<file path="config.mk">
export PLATFORM = sky130hd
export DESIGN_NAME = board_pixel_renderer
export DESIGN_NICKNAME = d
export VERILOG_FILES = /design/src/rtl/board_render_pkg.sv /design/src/rtl/vga_timing_gen.sv /design/src/rtl/board_pixel_renderer.sv
export SDC_FILE = /design/constraint.sdc
export NUM_CORES = 2
export LEC_CHECK = 0
export CORE_ASPECT_RATIO = 0.8
export CORE_MARGIN = 2
export CORE_UTILIZATION = 30
export CTS_CLUSTER_DIAMETER = 80
export CTS_CLUSTER_SIZE = 30
export DETAILED_ROUTE_END_ITERATION = 12
export PLACE_DENSITY = 0.55
export SLEW_MARGIN = 40
export SYNTH_ARGS = -nofsm -noshare
export SYNTH_HDL_FRONTEND = slang
export SYNTH_SLANG_ARGS = --single-unit
</file>
<file path="constraint.sdc">
create_clock -name clk -period 3.3 [get_ports clk]
set_input_delay 0.66 -clock clk [delete_from_list [all_inputs] [get_ports clk]]
set_output_delay 0.66 -clock clk [all_outputs]
set_load 0.02 [all_outputs]
</file>
<file path="src/rtl/board_render_pkg.sv">
// Shared constants and types for the board pixel renderer (640x480@60 scan-out of a 12x10 RGB332 board).
package board_render_pkg;

    localparam int unsigned H_VISIBLE  = 640;
    localparam int unsigned H_FP       = 16;
    localparam int unsigned H_SYNC     = 96;
    localparam int unsigned H_BP       = 48;
    localparam int unsigned V_VISIBLE  = 480;
    localparam int unsigned V_FP       = 10;
    localparam int unsigned V_SYNC     = 2;
    localparam int unsigned V_BP       = 33;

    localparam int unsigned BOARD_ROWS = 12;
    localparam int unsigned BOARD_COLS = 10;
    localparam int unsigned CNT_W      = 10;
    localparam int unsigned ROW_W      = 4;
    localparam int unsigned COL_W      = 4;

    typedef logic [7:0]       rgb332_t;
    typedef logic [0:79]      color_row_t;
    typedef logic [CNT_W-1:0] cnt_t;

    // Stage-1 cell lookup payload
    typedef struct packed {
        logic             in_board;
        logic             grid;
        logic [ROW_W-1:0] row;
        logic [COL_W-1:0] col;
    } cell_sel_t;

    function automatic cnt_t to_cnt(input int unsigned v);
        return CNT_W'(v);
    endfunction

endpackage

</file>
<file path="src/rtl/vga_timing_gen.sv">
// Free-running h/v counters plus raw sync/de/frame_start registered one stage after the counters.
module vga_timing_gen
    import board_render_pkg::*;
#(
    parameter int unsigned H_ACTIVE = H_VISIBLE,
    parameter int unsigned H_FRONT  = H_FP,
    parameter int unsigned H_SYNC_W = H_SYNC,
    parameter int unsigned H_BACK   = H_BP,
    parameter int unsigned V_ACTIVE = V_VISIBLE,
    parameter int unsigned V_FRONT  = V_FP,
    parameter int unsigned V_SYNC_W = V_SYNC,
    parameter int unsigned V_BACK   = V_BP
) (
    input  logic clk,
    input  logic rst_n,
    output cnt_t h_cnt_o,
    output cnt_t v_cnt_o,
    output logic hsync_o,
    output logic vsync_o,
    output logic de_o,
    output logic frame_start_o
);

    localparam cnt_t H_LAST   = to_cnt(H_ACTIVE + H_FRONT + H_SYNC_W + H_BACK - 1);
    localparam cnt_t V_LAST   = to_cnt(V_ACTIVE + V_FRONT + V_SYNC_W + V_BACK - 1);
    localparam cnt_t HS_FIRST = to_cnt(H_ACTIVE + H_FRONT);
    localparam cnt_t HS_LAST  = to_cnt(H_ACTIVE + H_FRONT + H_SYNC_W - 1);
    localparam cnt_t VS_FIRST = to_cnt(V_ACTIVE + V_FRONT);
    localparam cnt_t VS_LAST  = to_cnt(V_ACTIVE + V_FRONT + V_SYNC_W - 1);
    localparam cnt_t H_VIS    = to_cnt(H_ACTIVE);
    localparam cnt_t V_VIS    = to_cnt(V_ACTIVE);

    cnt_t h_cnt_q, h_cnt_d;
    cnt_t v_cnt_q, v_cnt_d;
    logic hsync_q, vsync_q, de_q, frame_start_q;
    logic hsync_raw, vsync_raw, de_raw, fs_raw;

    // Counter advance with line and frame wrap
    always_comb begin
        h_cnt_d = h_cnt_q + cnt_t'(1);
        v_cnt_d = v_cnt_q;
        if (h_cnt_q == H_LAST) begin
            h_cnt_d = '0;
            v_cnt_d = (v_cnt_q == V_LAST) ? '0 : v_cnt_q + cnt_t'(1);
        end
    end

    always_comb begin
        hsync_raw = !((h_cnt_q >= HS_FIRST) && (h_cnt_q <= HS_LAST));
        vsync_raw = !((v_cnt_q >= VS_FIRST) && (v_cnt_q <= VS_LAST));
        de_raw    = (h_cnt_q < H_VIS) && (v_cnt_q < V_VIS);
        fs_raw    = (h_cnt_q == '0) && (v_cnt_q == '0);
    end

    always_ff @(posedge clk or negedge rst_n) begin
        if (!rst_n) begin
            h_cnt_q       <= '0;
            v_cnt_q       <= '0;
            hsync_q       <= 1'b1;
            vsync_q       <= 1'b1;
            de_q          <= 1'b0;
            frame_start_q <= 1'b0;
        end else begin
            h_cnt_q       <= h_cnt_d;
            v_cnt_q       <= v_cnt_d;
            hsync_q       <= hsync_raw;
            vsync_q       <= vsync_raw;
            de_q          <= de_raw;
            frame_start_q <= fs_raw;
        end
    end

    assign h_cnt_o       = h_cnt_q;
    assign v_cnt_o       = v_cnt_q;
    assign hsync_o       = hsync_q;
    assign vsync_o       = vsync_q;
    assign de_o          = de_q;
    assign frame_start_o = frame_start_q;

endmodule

</file>
<file path="src/rtl/board_pixel_renderer.sv">
// Scans a per-frame snapshot of the 12x10 board colour map out as a VGA pixel stream.
// Optional grid overlay is enabled by defining BOARD_GRID_EN.
module board_pixel_renderer
    import board_render_pkg::*;
#(
    parameter int unsigned CELL_PX    = 32,
    parameter int unsigned X0         = 160,
    parameter int unsigned Y0         = 48,
    parameter rgb332_t     BG_COLOR   = 8'h00,
    parameter rgb332_t     GRID_COLOR = 8'h49,
    parameter int unsigned H_ACTIVE   = H_VISIBLE,
    parameter int unsigned H_FRONT    = H_FP,
    parameter int unsigned H_SYNC_W   = H_SYNC,
    parameter int unsigned H_BACK     = H_BP,
    parameter int unsigned V_ACTIVE   = V_VISIBLE,
    parameter int unsigned V_FRONT    = V_FP,
    parameter int unsigned V_SYNC_W   = V_SYNC,
    parameter int unsigned V_BACK     = V_BP
) (
    input  logic       clk,
    input  logic       rst_n,
    input  color_row_t color_values [0:BOARD_ROWS-1],
    output rgb332_t    pixel,
    output logic       hsync,
    output logic       vsync,
    output logic       de,
    output logic       frame_start
);

    localparam int unsigned CELL_LOG2 = $clog2(CELL_PX);
    localparam cnt_t BX_LO = to_cnt(X0);
    localparam cnt_t BX_HI = to_cnt(X0 + BOARD_COLS * CELL_PX);
    localparam cnt_t BY_LO = to_cnt(Y0);
    localparam cnt_t BY_HI = to_cnt(Y0 + BOARD_ROWS * CELL_PX);
    localparam cnt_t CAP_V = to_cnt(V_ACTIVE);

    cnt_t      h_cnt, v_cnt, h_off_c, v_off_c;
    logic      hsync_s1, vsync_s1, de_s1, fs_s1;
    logic      in_board_c, capture_c;
    cell_sel_t sel_d, sel_q;
    rgb332_t   cell_c, pixel_d;
    rgb332_t   pixel_q;
    logic      hsync_q, vsync_q, de_q, frame_start_q;
    color_row_t snap_q [0:BOARD_ROWS-1];

    vga_timing_gen #(
        .H_ACTIVE (H_ACTIVE), .H_FRONT (H_FRONT), .H_SYNC_W (H_SYNC_W), .H_BACK (H_BACK),
        .V_ACTIVE (V_ACTIVE), .V_FRONT (V_FRONT), .V_SYNC_W (V_SYNC_W), .V_BACK (V_BACK)
    ) u_timing (
        .clk           (clk),
        .rst_n         (rst_n),
        .h_cnt_o       (h_cnt),
        .v_cnt_o       (v_cnt),
        .hsync_o       (hsync_s1),
        .vsync_o       (vsync_s1),
        .de_o          (de_s1),
        .frame_start_o (fs_s1)
    );

    // Tear-free capture at the first pixel of vertical blanking
    assign capture_c = (h_cnt == '0) && (v_cnt == CAP_V);

    always_ff @(posedge clk or negedge rst_n) begin
        if (!rst_n) begin
            snap_q <= '{default: '0};
        end else if (capture_c) begin
            snap_q <= color_values;
        end
    end

    // Stage 1: board hit test and cell index, only meaningful inside the board
    always_comb begin
        sel_d      = '0;
        h_off_c    = h_cnt - BX_LO;
        v_off_c    = v_cnt - BY_LO;
        in_board_c = (h_cnt >= BX_LO) && (h_cnt < BX_HI) && (v_cnt >= BY_LO) && (v_cnt < BY_HI);
        if (in_board_c) begin
            sel_d.in_board = 1'b1;
            sel_d.col      = COL_W'(h_off_c >> CELL_LOG2);
            sel_d.row      = ROW_W'(v_off_c >> CELL_LOG2);
        end
`ifdef BOARD_GRID_EN
        sel_d.grid = (in_board_c && ((h_off_c[CELL_LOG2-1:0] == '0) || (v_off_c[CELL_LOG2-1:0] == '0)))
                  || ((h_cnt == BX_HI) && (v_cnt >= BY_LO) && (v_cnt <= BY_HI))
                  || ((v_cnt == BY_HI) && (h_cnt >= BX_LO) && (h_cnt <= BX_HI));
`else
        sel_d.grid = 1'b0;
`endif
    end

    always_ff @(posedge clk or negedge rst_n) begin
        if (!rst_n) begin
            sel_q <= '0;
        end else begin
            sel_q <= sel_d;
        end
    end

    // Stage 2: colour select; blanking forces black regardless of selection
    always_comb begin
        cell_c  = snap_q[sel_q.row][{sel_q.col, 3'b000} +: 8];
        pixel_d = BG_COLOR;
        if (sel_q.grid) begin
            pixel_d = GRID_COLOR;
        end else if (sel_q.in_board) begin
            pixel_d = cell_c;
        end
        if (!de_s1) begin
            pixel_d = '0;
        end
    end

    always_ff @(posedge clk or negedge rst_n) begin
        if (!rst_n) begin
            pixel_q       <= '0;
            hsync_q       <= 1'b1;
            vsync_q       <= 1'b1;
            de_q          <= 1'b0;
            frame_start_q <= 1'b0;
        end else begin
            pixel_q       <= pixel_d;
            hsync_q       <= hsync_s1;
            vsync_q       <= vsync_s1;
            de_q          <= de_s1;
            frame_start_q <= fs_s1;
        end
    end

    assign pixel       = pixel_q;
    assign hsync       = hsync_q;
    assign vsync       = vsync_q;
    assign de          = de_q;
    assign frame_start = frame_start_q;

endmodule

</file>
# Word-level counts from Yosys, hierarchy flattened
# Index checks and enable logic that the tools add are counted.
# totals
register_bits,1005
input_bits,962
out_inout_bits,12
elab_cells,68
# classes
addsub,4
magnitude_cmp,11
eq_ne,3
shift,1
muxes,9
n_bitwise,2
reduce_logical,12
# ops
operator,count
binary-select mux 80 bit (select 4 bit),1
2-to-1 mux 80 bit,2
indexed part select 80 x 8 -> 81 bit,1
"< comparator 10 x 9 -> 1 bit, second input constant",3
2-to-1 mux 8 bit,3
"adder 10 x 1 -> 10 bit, second input constant",2
"equality test 10 bit, second input constant",2
logical NOT 10 bit,2
2-to-1 mux 10 bit,2
"equality test 10 x 9 -> 1 bit, second input constant",1
"greater-or-equal comparator 10 bit, second input constant",1
"greater-or-equal comparator 10 x 6 -> 1 bit, second input constant",1
"greater-or-equal comparator 10 x 8 -> 1 bit, second input constant",1
"greater-or-equal comparator 10 x 9 -> 1 bit, second input constant",1
"less-or-equal comparator 10 bit, second input constant",1
"less-or-equal comparator 10 x 9 -> 1 bit, second input constant",1
"< comparator 10 bit, second input constant",1
"subtractor 9 x 6 -> 9 bit, second input constant",1
"subtractor 9 x 8 -> 9 bit, second input constant",1
logical AND 1 bit,8
NOT 7 -> 8 bit,1
"greater-or-equal comparator 5 bit, second input constant",1
NOT 4 -> 5 bit,1
logical NOT 1 bit,2
2-to-1 mux 1 bit,1

# Longest topological paths before layout
# depth
word_depth,7
ltp_mapped,10
mapped_depth_nobuf,7

# Hierarchy
# A second synthesis with hierarchy kept.
# unflattened
hier_cells,4888
area_unflattened_um2,45685.1
# modules_own_cells
module,instances,cells_each,area_per_inst_um2,seq_area_each_um2
board_pixel_renderer,1,4775,44467.6,24551.0
vga_timing_gen,1,113,1217.4,603.1

# Worst setup path after synthesis
# OpenSTA, ideal clock, no wires.
# synth_path
path_type,reg-to-reg
startpoint,register sel_q[4] in the netlist's numbering
endpoint,register pixel_q[0] (netlist: pixel[0])
setup_time_ns,0.126
arrival_ns,2.220
t_required_ns,3.174
path_slack_ns,0.954
path_stages_with_launch,9
n_path_buf,4
period_less_slack_ns,2.346
path_cell_list,dfrtp_1 -> buf_2 -> buf_4 -> buf_6 -> buf_2 -> mux4_2 -> a22oi_1 -> nand3_1 -> a221o_1
# synth_between
elab_chain_cells,7
# synth_rtl
element,line_no,rtl
start: declaration,board_pixel_renderer.sv:40,"cell_sel_t sel_d, sel_q;"
start signal: assignment,board_pixel_renderer.sv:95,sel_q <= sel_d;
NOT 4 -> 5 bit (not written as such),board_pixel_renderer.sv:101,"cell_c = snap_q[sel_q.row][{sel_q.col, 3'b000} +: 8];"
binary-select mux 80 bit (select 4 bit),board_pixel_renderer.sv:101,
2-to-1 mux 80 bit (not written as such) (2 in series),board_pixel_renderer.sv:101,
indexed part select 80 x 8 -> 81 bit,board_pixel_renderer.sv:101,
2-to-1 mux 8 bit,board_pixel_renderer.sv:105,end else if (sel_q.in_board) begin
2-to-1 mux 8 bit,board_pixel_renderer.sv:108,if (!de_s1) begin
net pixel_d[0],board_pixel_renderer.sv:41,"rgb332_t cell_c, pixel_d;"
end signal: assignment,board_pixel_renderer.sv:121,pixel_q <= pixel_d;
end: declaration,board_pixel_renderer.sv:42,rgb332_t pixel_q;
# The timed path passes the listed nets, and every way through them passes these cells. The select of a mux whose other input is x is not followed.
# A chain may end at the register's enable or synchronous reset.

# Worst setup path after layout
# layout_path
startpoint,register sel_q[4] in the netlist's numbering
endpoint,register pixel_q[6] (netlist: pixel[6])
# The elaborated chain is that of the path after synthesis.

==> qor.yml <==
floorplan:
  start_util_pct: 30.2
  io_pins: 974
  die_w_um: 439
  dieHeight_um: 352
  num_rows: 127
  dieArea_sq_mm: 0.154
  core_region_area_sq_mm: 0.150
synth:
  seq_area_frac_synth_pct: 55.5
  syn_inst: 2864
  ys_warn_count: 0
  synth.lib_cells_used.distinct: 62
  synthFlopType: "dfrtp_1"
  async_flop_share_pct: 100
  synth_edf_count: 0
  synth_area_sq_mm: 0.0453
  syn_nets: 3835
  avgSynthCellArea_sq_um: 15.8
  synth-seq-cells: 1005
clock_tree:
  clkLatencyLatePin_ns: 0.70
  tritoncts: "yes"
  clkTransAtPathRegs_ns: 0.11
  cts_root_buf: "clkbuf_16"
  cts_made_buffers: 50
  postCtsSetupRepairBufs: 0
  htreeDepth: 2
  clock-sinks: 1005
  clock_path_buffers: 3
pwr:
  pwr-share-clk_pct: 37.1
  comb_power_share_pct: 7.2
  p_per_area_mw_per_mm2: 368
  p_seq_share_pct: 55.7
  sw_frac_of_total_pct: 23.9
  ir_drop_mv: 0.323
  switchingPower_mw: 5.28
  cellInternalPower_mw: 16.8
  leakage_nw: 27.3
setup_path:
  critical_path_class: "reg2reg"
  critical_path.top_delay_family: "buffers and inverters"
  required_ns: 3.85
  arrival_ns: 3.60
  crit_buf_inv: 3
  crit_top_cell: "buf_4"
  crit_path_end_kind: "flip-flop"
  cpPeakStageDelay_ns: 0.56
  crit_path_top_delay_cell: "mux4_2"
  worstPathCellList: "buf_12, buf_4, mux4_2, a22oi_1, a21oi_1, nor3_1, buf_4, o221ai_1"
  cp-start-kind: "flip-flop"
  cp_max_fo: 40
sta:
  max_freq_mhz: 328
  tightest_slew_ns: 0.916
  hold_viol: 0
  setup-tns-final_ns: 0
  rsz0062_at_grt: "no"
  setup_viol: 0
  fin_crit_sh_pct: 92.3
  period_minus_slack_ns: 3.05
  slew_headroom_pct: 37.2
  final.setup_skew_ns: 0.0599
  final_max_slew_viol_count: 0
job:
  maxCapViolCount: 0
global_routing:
  grtUsageTotal_pct: 21.2
  grt_overflow: 0
  grt_first_pass_wirelength_um: 233000
  grt_max_degree: 90
  grt_pass1_vias: 30800
  grt_antenna_before_repair: 83
final_layout:
  area_delta_synth_final_pct: 32.5
  finalNetCount: 4789
  drive_above_1_share_pct: 27.1
  fin_area_sq_mm: 0.0600
placement:
  place.gp.congestion: 0.839
  placed_area_sq_mm: 0.0580
  io_buffers: 973
  dpl.hpwl_um: 132000
detailed_routing:
  ant_nets: 0
  drt-total-wl_um: 168000
  vias: 29000
  viasPerCell: 4.93
  remaining_drc_errors: 84
  drtPass1Iterations: 9
  drt_iter0_markers: 1949
  wire_per_inst_um: 28.5
outcome:
  status: "finished, violations left"
  violations: "design-rule violations"
worst_hold_path:
  hp-class: "reg2reg"
## cell families after synthesis
family | share of synthesized area, %
flops | 55.5
fa+ha+maj | 0.248
compound gates | 2.76
buf+inv | 2.67
mux | 36.3
xor+xnor | 0.309
simple gates | 2.21
## power by group through the flow
stage	clock network, mW	logic [mW]	registers (mW)
2_1_floorplan	0	0.0101	12.6
3_3_place_gp	0	1.61	12.5
3_5_place_dp	0	1.60	12.5
4_1_cts	8.54	1.61	12.3
5_1_grt	8.97	1.69	12.3
6_report	8.21	1.58	12.3
## timing repair
item	in CTS	in global routing
hold buffers	1	0
endpoints found under the hold margin	21	0
setup endpoints to repair	0	0
resized for setup	0	0
## per-stage QoR
stage	setup slack [ns]	hold WS (ns)	util, %	power (mW)	cells
finish	0.253	0.362	40.0	22.1	5890
global route	0.00891	0.373	40.0	23.0	5882
CTS	0.0976	0.363	39.9	22.5	5851
detailed placement	0.135	0.341	38.7	14.2	5763
global placement	0.174	0.348	38.7	14.2	5763
floorplan	0.954	0.331	-	12.6	2864
## per-layer routing
layer | vias to the layer above | global-route usage, % | wire (um)
met5 | - | 0 | 401
met2 | 718 | 36.0 | 83700
met3 | 214 | 4.51 | 9240
met1 | 15400 | 27.5 | 70800
li1 | 12700 | - | -
met4 | 64 | 5.62 | 3540
## sequential cells by signal (all words and copies together) (netlist names)
register / count
snap_q: 960
u_timing.h_cnt_o: 10
u_timing.v_cnt_o: 10
sel_q: 9
pixel: 8
de: 1
frame_start: 1
hsync: 1
u_timing.de_o: 1
u_timing.frame_start_o: 1
u_timing.hsync_o: 1
u_timing.vsync_o: 1
vsync: 1
## worst paths after layout
| path | startpoint | to | slack, ns | cells after the start |
|---|---|---|---|---|
| max | sel_q[4] | pixel[6] | 0.25 | 8 |
| min | u_timing.hsync_o | hsync | 0.36 | 0 |
| max reg2reg | sel_q[4] | pixel[6] | 0.25 | 8 |
| min reg2reg | u_timing.hsync_o | hsync | 0.36 | 0 |
| max in group asynchronous | rst_n | snap_q[703] | 1.76 | 4 |
| min in group asynchronous | rst_n | snap_q[815] | 0.43 | 2 |
## synthesized netlist by cell type (8+ instances only)
cell type / count / area [sq um]
a22oi_1: 38 / 285
mux4_2: 216 / 4860
clkbuf_1: 34 / 128
nor3_1: 16 / 80.1
a221oi_1: 9 / 78.8
a211oi_1: 20 / 150
nand2_1: 39 / 146
dfrtp_1: 1001 / 25000
nand3_1: 25 / 125
xnor2_1: 10 / 87.6
nor2_1: 36 / 135
a21oi_1: 14 / 70.1
ha_1: 9 / 113
nand4_1: 13 / 81.3
o21ai_0: 18 / 90.1
mux2_1: 400 / 4500
buf_4: 60 / 450
mux2i_1: 44 / 440
mux2_2: 590 / 6640
buf_1: 13 / 48.8
o22ai_1: 18 / 113
inv_1: 11 / 41.3
buf_2: 92 / 460
a221o_1: 8 / 80.1
a31oi_1: 13 / 81.3
nor2b_1: 26 / 163
## final cells by class
cell class                 count  area (sq um)
multi-input combinational   1641         19000
antenna                       38          95.1
timing repair buffer        1109         11400
fill                       14100         90000
inverter                      11          41.3
tap                         1999          2500
clock buffer                  59          1370
clock inverter                28           495
sequential                  1005         25200
## cells in the final DEF, fill, tap and decap left out, types with 10 or more instances in the layout
master,n
o22ai_1,18
xnor2_1,10
clkbuf_16,51
mux2i_1,44
mux2_2,590
nor3_1,16
nand2_1,39
mux2_1,400
buf_4,86
a22oi_1,38
nand3_1,25
a21oi_1,14
nor2b_1,25
nand4_1,13
a31oi_1,11
o21ai_0,18
dfrtp_1,996
nor2_1,36
mux4_2,216
diode_2,38
inv_1,11
a211oi_1,20
clkdlybuf4s50_1,972
buf_12,48
Power figures use the tool's default switching activity.
